[config.mk]
export PLATFORM = sky130hd
export DESIGN_NAME = stream_min_max
export DESIGN_NICKNAME = d
export VERILOG_FILES = /design/src/rtl/stream_min_max.sv
export SDC_FILE = /design/constraint.sdc
export NUM_CORES = 1
export LEC_CHECK = 0
export ABC_AREA = 1
export CORE_MARGIN = 2
export CORE_UTILIZATION = 50
export DETAILED_ROUTE_END_ITERATION = 10
export MAX_ROUTING_LAYER = met4
export PLACE_DENSITY = 0.81
export SLEW_MARGIN = 40
export SYNTH_ARGS = -nofsm -noshare
export SYNTH_HDL_FRONTEND = slang
export SYNTH_SLANG_ARGS = --single-unit
[constraint.sdc]
create_clock -name clk -period 3 [get_ports clk]
set_input_delay 0.6 -clock clk [delete_from_list [all_inputs] [get_ports clk]]
set_output_delay 0.6 -clock clk [all_outputs]
set_load 0.01 [all_outputs]
[src/rtl/stream_min_max.sv]
`default_nettype none
// ============================================================================
// Module  : stream_min_max (with helper comparator_lt)
// Brief   : Streaming signed min/max reducer, one result per frame over
//           valid/ready. Define STREAM_MINMAX_INDEX_EN to add min/max indices.
// Revision: 1.0 - initial release
// ============================================================================

module comparator_lt #(
    parameter int N = 32
) (
    input  logic [N-1:0] a,
    input  logic [N-1:0] b,
    output logic         lt
);
    assign lt = $signed(a) < $signed(b);
endmodule

module stream_min_max #(
    parameter int N         = 32,
    parameter int FRAME_LEN = 8,
    parameter int CNT_W     = $clog2(FRAME_LEN + 1)
) (
    input  logic             clk,
    input  logic             rst,
    input  logic             in_valid,
    output logic             in_ready,
    input  logic [N-1:0]     in_data,
    input  logic             in_last,
    output logic             out_valid,
    input  logic             out_ready,
    output logic [N-1:0]     out_min,
    output logic [N-1:0]     out_max,
`ifdef STREAM_MINMAX_INDEX_EN
    output logic [CNT_W-1:0] out_count,
    output logic [CNT_W-1:0] out_min_idx,
    output logic [CNT_W-1:0] out_max_idx
`else
    output logic [CNT_W-1:0] out_count
`endif
);

    localparam logic [CNT_W-1:0] C_FRAME_LEN = CNT_W'(FRAME_LEN);

    typedef enum logic [1:0] {
        ST_IDLE  = 2'd0,
        ST_ACCUM = 2'd1,
        ST_DONE  = 2'd2
    } state_t;

    state_t           state_q, state_d;
    logic [N-1:0]     min_q, min_d;
    logic [N-1:0]     max_q, max_d;
    logic [CNT_W-1:0] count_q, count_d;
    logic [CNT_W-1:0] count_inc;
    logic             lt_min;
    logic             lt_max;

    comparator_lt #(.N(N)) u_lt_min (
        .a  (in_data),
        .b  (min_q),
        .lt (lt_min)
    );

    comparator_lt #(.N(N)) u_lt_max (
        .a  (max_q),
        .b  (in_data),
        .lt (lt_max)
    );

    assign count_inc = count_q + CNT_W'(1);

`ifdef STREAM_MINMAX_INDEX_EN
    logic [CNT_W-1:0] min_idx_q, min_idx_d;
    logic [CNT_W-1:0] max_idx_q, max_idx_d;
`endif

    always_comb begin
        state_d = state_q;
        min_d   = min_q;
        max_d   = max_q;
        count_d = count_q;
`ifdef STREAM_MINMAX_INDEX_EN
        min_idx_d = min_idx_q;
        max_idx_d = max_idx_q;
`endif
        case (state_q)
            ST_IDLE: begin
                if (in_valid) begin
                    min_d   = in_data;
                    max_d   = in_data;
                    count_d = CNT_W'(1);
`ifdef STREAM_MINMAX_INDEX_EN
                    min_idx_d = '0;
                    max_idx_d = '0;
`endif
                    state_d = (in_last || FRAME_LEN == 1) ? ST_DONE : ST_ACCUM;
                end
            end
            ST_ACCUM: begin
                if (in_valid) begin
                    // Strict compares so ties keep the earliest sample
                    if (lt_min) begin
                        min_d = in_data;
`ifdef STREAM_MINMAX_INDEX_EN
                        min_idx_d = count_q;
`endif
                    end
                    if (lt_max) begin
                        max_d = in_data;
`ifdef STREAM_MINMAX_INDEX_EN
                        max_idx_d = count_q;
`endif
                    end
                    count_d = count_inc;
                    if (in_last || count_inc == C_FRAME_LEN) begin
                        state_d = ST_DONE;
                    end
                end
            end
            ST_DONE: begin
                if (out_ready) begin
                    state_d = ST_IDLE;
                end
            end
            default: state_d = ST_IDLE;
        endcase
    end

    always_ff @(posedge clk or posedge rst) begin
        if (rst) begin
            state_q <= ST_IDLE;
            min_q   <= '0;
            max_q   <= '0;
            count_q <= '0;
        end else begin
            state_q <= state_d;
            min_q   <= min_d;
            max_q   <= max_d;
            count_q <= count_d;
        end
    end

`ifdef STREAM_MINMAX_INDEX_EN
    always_ff @(posedge clk or posedge rst) begin
        if (rst) begin
            min_idx_q <= '0;
            max_idx_q <= '0;
        end else begin
            min_idx_q <= min_idx_d;
            max_idx_q <= max_idx_d;
        end
    end

    assign out_min_idx = min_idx_q;
    assign out_max_idx = max_idx_q;
`endif

    // Handshake flags come from state alone: no combinational path from inputs
    assign in_ready  = (state_q != ST_DONE);
    assign out_valid = (state_q == ST_DONE);
    assign out_min   = min_q;
    assign out_max   = max_q;
    assign out_count = count_q;

endmodule

`default_nettype wire
==> results of run 1 <==
## cells in the final DEF (no fill, tap or decap), drive strengths merged, types with 11 or more instances in the layout
master	n
ha	63
inv	88
nor2	24
clkbuf	11
nand3	75
dfrtp	70
a21oi	32
o21ai	11
nand2	195
clkdlybuf4s50	106
## critical path, cell delays in order
cell	delay, ps
sky130_fd_sc_hd__clkdlybuf4s50_1	550
sky130_fd_sc_hd__inv_1	60
sky130_fd_sc_hd__ha_1	310
sky130_fd_sc_hd__a21oi_1	160
sky130_fd_sc_hd__nor2_1	60
sky130_fd_sc_hd__nor3_1	140
sky130_fd_sc_hd__nand2_1	90
sky130_fd_sc_hd__nand2_1	70
sky130_fd_sc_hd__nand2_1	60
sky130_fd_sc_hd__nand2_1	80
sky130_fd_sc_hd__nand2_1	50
sky130_fd_sc_hd__nand2_1	70
sky130_fd_sc_hd__nand3_2	110
sky130_fd_sc_hd__nand2_4	340
sky130_fd_sc_hd__nand2_1	120
sky130_fd_sc_hd__nand2_1	80
## state kept, by name (all words and copies together) (netlist names)
name	cells
state_q	2
out_max	32
out_min	32
out_count	4
## cell families after synthesis
group | Yosys count | share of synthesized area
AND/OR/NAND/NOR | 301 | 0.279
adder cells (fa/ha/maj) | 63 | 0.174
flip-flops | 70 | 0.387
AO/OA/AOI/OAI | 48 | 0.0558
buffers and inverters | 107 | 0.102
XOR/XNOR | 1 | 0.00194
## through the flow
step | total power, mW | area [um^2]
after CTS | 6.22 | 5860
after floorplan | 3.93 | 4530
final | 6.21 | 5860
after detailed placement | 5.44 | 5670
after global placement | 5.27 | 5670
after global routing | 6.77 | 5860
## layout make-up
class	instances	area, um^2
Timing Repair Buffer	116	1140
Fill cell	728	2900
Inverter	88	330
Multi-Input combinational cell	413	2320
Sequential cell	70	1750
Tap cell	108	135
Clock inverter	4	47.5
Clock buffer	11	141
## metal layers
layer / GRT usage / wire length [um] / part of all wire / up-vias
met3: 0.0288 / 680 / 0.058 / 18
met4: 0.0896 / 195 / 0.017 / 0
li1: - / - / - / 2094
met2: 0.424 / 5740 / 0.49 / 151
met5: - / 0 / 0 / -
met1: 0.327 / 5160 / 0.44 / 2087
## where the power goes
| part | leakage, nW | total (mW) | switching [mW] | internal, mW |
|---|---|---|---|---|
| sequential | 0.861 | 1.85 | 0.431 | 1.42 |
| clock | 0.0952 | 0.768 | 0.368 | 0.400 |
| combinational | 2.23 | 3.60 | 1.96 | 1.64 |
| total | 3.19 | 6.21 | 2.76 | 3.46 |
## worst max path at each step
| stage | start | to | slack (ps) | depth (start not counted) |
|---|---|---|---|---|
| 2_1_floorplan | rst | out_count[0] | 630 | 1 |
| 4_1_cts | in_data[5] | out_max[21] | 320 | 16 |
| 3_3_place_gp | in_data[5] | out_max[4] | 100 | 16 |
| 5_1_grt | in_data[5] | out_max[21] | 70 | 16 |
| 6_report | in_data[5] | out_max[21] | 320 | 16 |
| 3_5_place_dp | in_data[5] | out_max[21] | -30 | 16 |
==> report_table.html, run 1 <==
<table>
<tr><th>Metric</th><th>Value</th></tr>
<tr><th colspan="2">Setup path</th></tr>
<tr><td>Setup Crit Path Kind</td><td>input pin to flop</td></tr>
<tr><td>Startpoint type of the worst setup path</td><td>input pin</td></tr>
<tr><td>Nature of the critical path endpoint</td><td>flop</td></tr>
<tr><td>Source of the worst register-to-register timing path</td><td>out_max[5]</td></tr>
<tr><td>Worst endpoint required time</td><td>roughly 3300 ps</td></tr>
<tr><td>Data arrival time at the worst-slack endpoint</td><td>between 2000 and 3000 ps</td></tr>
<tr><td>Worst reg2reg path endpoint</td><td>out_max[21]</td></tr>
<tr><td>Reg-to-reg setup timing slack</td><td>770 ps</td></tr>
<tr><td>Crit Path Max Fanout</td><td>32</td></tr>
<tr><td>Count of cells along the worst register-to-register path</td><td>14</td></tr>
<tr><th colspan="2">Power</th></tr>
<tr><td>Leakage power</td><td>between 3 and 4 nW</td></tr>
<tr><td>Areal power density over the cells</td><td>approximately 1100 nW/um^2</td></tr>
<tr><td>VDD IR-drop max</td><td>0.613 mV</td></tr>
<tr><th colspan="2">CTS</th></tr>
<tr><td>Setup repair bufs after CTS</td><td>0</td></tr>
<tr><td>Root buffer selected by CTS</td><td>sky130_fd_sc_hd__clkbuf_8</td></tr>
<tr><td>Insertion delay of the later-clocked pin in the worst-skew pair</td><td>between 300 and 400 ps</td></tr>
<tr><td>Register clock-pin slew on the reported worst setup and hold paths</td><td>70 ps</td></tr>
<tr><td>Cts repair resizes</td><td>0</td></tr>
<tr><td># clock sinks</td><td>70</td></tr>
<tr><td>Hold Buf Count CTS</td><td>0</td></tr>
<tr><td>Number of H-tree branching levels</td><td>3</td></tr>
<tr><td>CTS tree</td><td>yes</td></tr>
<tr><td>Number of buffers added by the clock tree synthesis step</td><td>9</td></tr>
<tr><td>Largest buffer count on any clock path</td><td>2</td></tr>
<tr><th colspan="2">Placement</th></tr>
<tr><td>Detailed Place HPWL</td><td>between 8000 and 9000 um</td></tr>
<tr><td>Placed instance count</td><td>795</td></tr>
<tr><td>Post-placement setup slack</td><td>-31.7 ps</td></tr>
<tr><td>Number of port buffers</td><td>between 100 and 150</td></tr>
<tr><td>Final GP Congestion</td><td>between 0.8 and 0.9</td></tr>
<tr><th colspan="2">Routing</th></tr>
<tr><td>Post-detailed-route wirelength per cell</td><td>about 15 um</td></tr>
<tr><td>Total Wirelength</td><td>11800 um</td></tr>
<tr><td>Number of vias in the routed layout</td><td>around 4400</td></tr>
<tr><td>Via-to-Cell Ratio</td><td>approximately 5.4</td></tr>
<tr><td>Post-route DRC</td><td>0</td></tr>
<tr><td>Detail Route Antenna Nets</td><td>0</td></tr>
<tr><td>Count of TritonRoute iterations in the first routing pass</td><td>4</td></tr>
<tr><td>Starting DRC count in detailed routing</td><td>~250</td></tr>
<tr><th colspan="2">Die</th></tr>
<tr><td>Initial Utilization</td><td>0.516</td></tr>
<tr><td>Die Ht</td><td>between 90 and 100 um</td></tr>
<tr><td># IOs</td><td>between 100 and 150</td></tr>
<tr><td>Horizontal die dimension</td><td>around 99 um</td></tr>
<tr><td>Number of core rows</td><td>34</td></tr>
<tr><td>Die Outline Area</td><td>roughly 9800 um^2</td></tr>
<tr><td>Placeable core region</td><td>8760 um^2</td></tr>
<tr><th colspan="2">Timing</th></tr>
<tr><td>Total count of max-transition violations in the final report</td><td>0</td></tr>
<tr><td>Fmax</td><td>approximately 370 MHz</td></tr>
<tr><td>Final TNS setup</td><td>0 ps</td></tr>
<tr><td>Final worst slack</td><td>roughly 320 ps</td></tr>
<tr><td>Setup violations, final</td><td>0</td></tr>
<tr><td>Setup repair after global routing missed its margin</td><td>no</td></tr>
<tr><td>Fin crit period</td><td>approximately 2700 ps</td></tr>
<tr><td>Final number of hold-violating endpoints</td><td>0</td></tr>
<tr><td>Worst hold margin</td><td>between 500 and 600 ps</td></tr>
<tr><td>Clock skew</td><td>15.5 ps</td></tr>
<tr><td>Tightest Pin Transition</td><td>between 600 and 700 ps</td></tr>
<tr><td>Final period util</td><td>0.894</td></tr>
<tr><td>Max-slew headroom</td><td>0.578</td></tr>
<tr><th colspan="2">Final layout</th></tr>
<tr><td>Number of diodes added for antenna fixing</td><td>0</td></tr>
<tr><td>Net total in the final layout</td><td>798</td></tr>
<tr><td>Layout Cells excl Fill</td><td>810</td></tr>
<tr><td>Area overhead of the layout relative to synthesis</td><td>29.5%</td></tr>
<tr><td>Layout cells sized above 1</td><td>0.0427</td></tr>
<tr><td>Final core occ</td><td>0.669</td></tr>
<tr><th colspan="2">Yosys</th></tr>
<tr><td>Post-Synthesis Mean Instance Area</td><td>7.67 um^2</td></tr>
<tr><td>Ranking of synthesized cells by instance count</td><td>sky130_fd_sc_hd__nand2_1 (193), sky130_fd_sc_hd__inv_1 (88), sky130_fd_sc_hd__nand3_1 (73)</td></tr>
<tr><td>Portion of synthesized cell area occupied by the leading cell type</td><td>0.387</td></tr>
<tr><td>Top cells by area in the synthesized netlist</td><td>sky130_fd_sc_hd__dfrtp_1 (39%), sky130_fd_sc_hd__ha_1 (17%), sky130_fd_sc_hd__nand2_1 (16%)</td></tr>
<tr><td>Unique cell type count in the Yosys netlist</td><td>22</td></tr>
<tr><td>Flip-flop and latch count after synthesis</td><td>70</td></tr>
<tr><td>Sequential share of the synthesized area</td><td>0.387</td></tr>
<tr><td>Count of mapped cells out of synthesis</td><td>between 500 and 600</td></tr>
<tr><td>Ys Warns</td><td>0</td></tr>
<tr><td>Post-synth top flop</td><td>sky130_fd_sc_hd__dfrtp_1</td></tr>
<tr><td>Cell taking the most area after synthesis</td><td>sky130_fd_sc_hd__dfrtp_1</td></tr>
<tr><td>Share of async-settable or async-resettable flops after synthesis</td><td>1.00</td></tr>
<tr><td>Count of flip-flops with a built-in enable after synthesis</td><td>0</td></tr>
<tr><td>Post-Synthesis Cell Area</td><td>approximately 4500 um^2</td></tr>
<tr><td>Top-count cell post-synth</td><td>sky130_fd_sc_hd__nand2_1</td></tr>
<tr><td>Post-synthesis net count</td><td>slightly below 700</td></tr>
<tr><th colspan="2">Run</th></tr>
<tr><td>Max capacitance violation total</td><td>0</td></tr>
<tr><th colspan="2">Worst hold path</th></tr>
<tr><td>Cells on Worst Hold Path</td><td>2</td></tr>
<tr><td>End of the worst hold path</td><td>out_min[9]</td></tr>
<tr><td>Class of the tightest hold or removal check</td><td>flop to flop</td></tr>
<tr><td>Hold Crit Start</td><td>out_min[9]</td></tr>
<tr><th colspan="2">Global route</th></tr>
<tr><td>Total Routing Usage GR</td><td>0.256</td></tr>
<tr><td>First-pass GRT wire length</td><td>19800 um</td></tr>
<tr><td>Global-route congestion overflow total</td><td>0</td></tr>
<tr><td>Maximum number of pins on one net before global-route repair</td><td>33</td></tr>
<tr><td>Vias in the first global route</td><td>between 4000 and 5000</td></tr>
<tr><td>Initial antenna violation count</td><td>0</td></tr>
<tr><th colspan="2">Status</th></tr>
<tr><td>Status</td><td>finished, final reports clean</td></tr>
</table>
No activity file was read; power rests on OpenSTA's default activity.
==> inputs of run 2 (changes only) <==
Settings changed: CAP_MARGIN set to 20, GPL_ROUTABILITY_DRIVEN set to 0.
==> results of run 2 <==
No change in the layout: final DEF, timing and power equal those of run 1.
==> inputs of run 3 (changes only) <==
Clock period 3 ns to 3.31 ns, I/O delays scaled along.
==> report_table.html, run 3 (synthesized netlist as in run 1, its figures left out) <==
<table>
<tr><th>Metric</th><th>Value</th></tr>
<tr><th colspan="2">Timing</th></tr>
<tr><td>Max-slew headroom</td><td>0.563 (-0.0152)</td></tr>
<tr><td>Fin crit period</td><td>approximately 2700 ps</td></tr>
<tr><td>Final period util</td><td>0.809</td></tr>
<tr><td>Tightest Pin Transition</td><td>654 ps (+22.7 ps)</td></tr>
<tr><td>Fmax</td><td>373 MHz</td></tr>
<tr><td>Total count of max-transition violations in the final report</td><td>0 (unchanged)</td></tr>
<tr><td>Setup repair after global routing missed its margin</td><td>no</td></tr>
<tr><td>Clock skew</td><td>8.92 ps (-6.60 ps)</td></tr>
<tr><td>Final number of hold-violating endpoints</td><td>0 (unchanged)</td></tr>
<tr><td>Final TNS setup</td><td>0 ps (unchanged)</td></tr>
<tr><td>Setup violations, final</td><td>0 (unchanged)</td></tr>
<tr><th colspan="2">Setup path</th></tr>
<tr><td>Master of the slowest instance on the critical path</td><td>sky130_fd_sc_hd__clkdlybuf4s50_1</td></tr>
<tr><td>Endpoint of the most critical setup path</td><td>out_max[20]</td></tr>
<tr><td>Buf/Inv on CP</td><td>2 (unchanged)</td></tr>
<tr><td>Number of stages on the worst setup path</td><td>14 (-2)</td></tr>
<tr><td>Source of the worst register-to-register timing path</td><td>out_min[5]</td></tr>
<tr><td>Nature of the critical path endpoint</td><td>flop</td></tr>
<tr><td>Origin of the worst setup path</td><td>in_data[27]</td></tr>
<tr><td>CP cell instances</td><td>clkdlybuf4s50_1 &gt; inv_1 &gt; ha_1 &gt; a21oi_1 &gt; o21ai_0 &gt; nand2_1 &gt; nand3_1 &gt; a21oi_1 &gt; nand2_1 &gt; nand2_1 &gt; nand3_2 &gt; nand2_4 &gt; nand2_1 &gt; nand2_1</td></tr>
<tr><td>Worst endpoint required time</td><td>3600 ps (+320 ps)</td></tr>
<tr><td>Setup Crit Path Kind</td><td>input pin to flop</td></tr>
<tr><td>Most frequent cell on the critical path</td><td>sky130_fd_sc_hd__nand2_1</td></tr>
<tr><td>Critical Path Max Stage Delay</td><td>590 ps (+40 ps)</td></tr>
<tr><td>Worst reg2reg path endpoint</td><td>out_min[1]</td></tr>
<tr><td>Count of cells along the worst register-to-register path</td><td>15 (+1)</td></tr>
<tr><td>Startpoint type of the worst setup path</td><td>input pin</td></tr>
<tr><td>Data arrival time at the worst-slack endpoint</td><td>2960 ps (about the same)</td></tr>
<tr><td>Reg-to-reg setup timing slack</td><td>1130 ps (+360 ps)</td></tr>
<tr><td>Family with the most delay on the worst path</td><td>simple AND/OR/NAND/NOR gates</td></tr>
<tr><td>Crit Path Max Fanout</td><td>32 (unchanged)</td></tr>
<tr><th colspan="2">CTS</th></tr>
<tr><td>Root buffer selected by CTS</td><td>sky130_fd_sc_hd__clkbuf_8</td></tr>
<tr><td># clock sinks</td><td>70 (unchanged)</td></tr>
<tr><td>Setup repair bufs after CTS</td><td>0 (unchanged)</td></tr>
<tr><td>Register clock-pin slew on the reported worst setup and hold paths</td><td>80 ps (about the same)</td></tr>
<tr><td>Hold Buf Count CTS</td><td>0 (unchanged)</td></tr>
<tr><td>CTS tree</td><td>yes</td></tr>
<tr><td>Number of buffers added by the clock tree synthesis step</td><td>9 (unchanged)</td></tr>
<tr><td>Number of H-tree branching levels</td><td>3 (unchanged)</td></tr>
<tr><td>Cts repair resizes</td><td>0 (unchanged)</td></tr>
<tr><td>Insertion delay of the later-clocked pin in the worst-skew pair</td><td>350 ps (about the same)</td></tr>
<tr><td>Largest buffer count on any clock path</td><td>2 (unchanged)</td></tr>
<tr><th colspan="2">Global route</th></tr>
<tr><td>Initial antenna violation count</td><td>0 (unchanged)</td></tr>
<tr><td>Vias in the first global route</td><td>4188 (-3.1%)</td></tr>
<tr><td>GR met2 Demand/Resource</td><td>0.403 (-0.0203)</td></tr>
<tr><td>First-pass GRT wire length</td><td>19400 um (-1.8%)</td></tr>
<tr><td>Maximum number of pins on one net before global-route repair</td><td>43 (+30%)</td></tr>
<tr><td>Met3 Resource Use GR</td><td>0.0394 (+0.0105)</td></tr>
<tr><td>Global-route congestion overflow total</td><td>0 (unchanged)</td></tr>
<tr><td>Total Routing Usage GR</td><td>0.250 (-0.00563)</td></tr>
<tr><td>Most used routing layer in global routing</td><td>met2</td></tr>
<tr><td>Met1 Resource Use GR</td><td>0.326 (-0.000755)</td></tr>
<tr><th colspan="2">Routing</th></tr>
<tr><td>Number of vias in the routed layout</td><td>4268 (-1.9%)</td></tr>
<tr><td>Total Wirelength</td><td>11500 um (-2.1%)</td></tr>
<tr><td>Starting DRC count in detailed routing</td><td>192 (-23%)</td></tr>
<tr><td>Count of TritonRoute iterations in the first routing pass</td><td>4 (unchanged)</td></tr>
<tr><td>Via-to-Cell Ratio</td><td>5.28 (-1.8%)</td></tr>
<tr><td>Detail Route Antenna Nets</td><td>0 (unchanged)</td></tr>
<tr><td>Post-route DRC</td><td>0 (unchanged)</td></tr>
<tr><td>Post-detailed-route wirelength per cell</td><td>14.3 um (-2.0%)</td></tr>
<tr><th colspan="2">Final layout</th></tr>
<tr><td>Net total in the final layout</td><td>796 (-0.25%)</td></tr>
<tr><td>Sequential cell area in the final layout</td><td>1750 um^2 (unchanged)</td></tr>
<tr><td>Multi-input gate area</td><td>2320 um^2 (unchanged)</td></tr>
<tr><td>FILL cells</td><td>689 (-5.4%)</td></tr>
<tr><td>Layout cells sized above 1</td><td>0.0428 (+0.0000610)</td></tr>
<tr><td>Post-layout instance area</td><td>5920 um^2 (+1.1%)</td></tr>
<tr><td>Most frequent cells in the layout</td><td>sky130_fd_sc_hd__nand2_1 (193), sky130_fd_sc_hd__clkdlybuf4s50_1 (106), sky130_fd_sc_hd__inv_1 (87), sky130_fd_sc_hd__nand3_1 (73), sky130_fd_sc_hd__dfrtp_1 (70)</td></tr>
<tr><td>Number of diodes added for antenna fixing</td><td>0 (unchanged)</td></tr>
<tr><td>Area overhead of the layout relative to synthesis</td><td>30.9%</td></tr>
<tr><td>Most frequent standard cell in the layout excluding fill and tap cells</td><td>sky130_fd_sc_hd__nand2_1</td></tr>
<tr><th colspan="2">Worst hold path</th></tr>
<tr><td>Class of the tightest hold or removal check</td><td>flop to flop</td></tr>
<tr><th colspan="2">Die</th></tr>
<tr><td>Placeable core region</td><td>8760 um^2 (unchanged)</td></tr>
<tr><td>Number of core rows</td><td>34 (unchanged)</td></tr>
<tr><td>Die Outline Area</td><td>9830 um^2 (unchanged)</td></tr>
<tr><td>Die Ht</td><td>99.1 um (unchanged)</td></tr>
<tr><td>Horizontal die dimension</td><td>99.1 um (unchanged)</td></tr>
<tr><td># IOs</td><td>107 (unchanged)</td></tr>
<tr><td>Initial Utilization</td><td>0.516 (unchanged)</td></tr>
<tr><th colspan="2">Run</th></tr>
<tr><td>Max capacitance violation total</td><td>0 (unchanged)</td></tr>
<tr><th colspan="2">Placement</th></tr>
<tr><td>Total placed instance area</td><td>5670 um^2 (about the same)</td></tr>
<tr><td>Number of port buffers</td><td>106 (unchanged)</td></tr>
<tr><td>Detailed Place HPWL</td><td>8480 um (-3.2%)</td></tr>
<tr><th colspan="2">Status</th></tr>
<tr><td>Status</td><td>finished, final reports clean</td></tr>
<tr><th colspan="2">Power</th></tr>
<tr><td>VDD IR-drop max</td><td>0.558 mV (-9.0%)</td></tr>
<tr><td>Leakage power</td><td>3.21 nW (+0.68%)</td></tr>
<tr><td>Areal power density over the cells</td><td>978 nW/um^2 (-7.7%)</td></tr>
</table>
[run 3: cell count changes in the layout (fill, tap and decap cells not counted)]
cell	change
sky130_fd_sc_hd__clkinv_2	-2
sky130_fd_sc_hd__bufinv_16	+2
sky130_fd_sc_hd__clkbuf_8	+1
sky130_fd_sc_hd__buf_12	+1
sky130_fd_sc_hd__clkinvlp_4	+1
sky130_fd_sc_hd__clkbuf_1	-1
sky130_fd_sc_hd__buf_4	-3
[run 3: stage by stage]
stage                     utilization  cells  hold slack (ps)  power [mW]  setup WS (ps)
final                           0.676    809              500        5.80            632
after global routing            0.676    809              539        6.31            433
after CTS                       0.676    809              502        5.83            664
after detailed placement        0.647    793              482        4.92            295
after global placement          0.647    793              480        4.77            372
after floorplan                     -    590              518        3.56            880
[run 3: how the worst min path moves through the flow]
stage / startpoint / endpoint / slack, ps / cells after the start
floorplan: state_q[0] / state_q[0] / 520 / 3
global placement: out_min[6] / out_min[6] / 480 / 2
detailed placement: out_min[7] / out_min[7] / 480 / 2
CTS: out_min[7] / out_min[7] / 500 / 2
global route: out_min[0] / out_min[0] / 540 / 2
finish: out_min[7] / out_min[7] / 500 / 2
[run 3: routing by layer]
layer / vias up / part of all wire
met5: - / 0
met1: 2023 / 0.43
met4: 0 / 0.0099
met2: 135 / 0.49
met3: 12 / 0.064
li1: 2098 / -
[run 3: worst reg2reg max path: cells and delay by family (launching register included)]
kind            cells  cell delay (ps)
fa+ha+maj           1              280
compound gates      1              150
simple gates       12             1250
flops               1              390
buf+inv             1               60
[run 3: area by class of cell]
type                    instances  share of cell area
inverters                      88              0.0558
well taps                     108              0.0228
multi-input cells             413               0.391
repair buffers                114               0.191
flip-flops and latches         70               0.296
clock buffers                  11              0.0256
clock inverters                 5              0.0177
[run 3: power by group]
| part | switching [mW] | internal, mW |
|---|---|---|
| clock network | 0.339 | 0.542 |
| registers | 0.398 | 1.28 |
| logic | 1.75 | 1.48 |
| total | 2.49 | 3.31 |
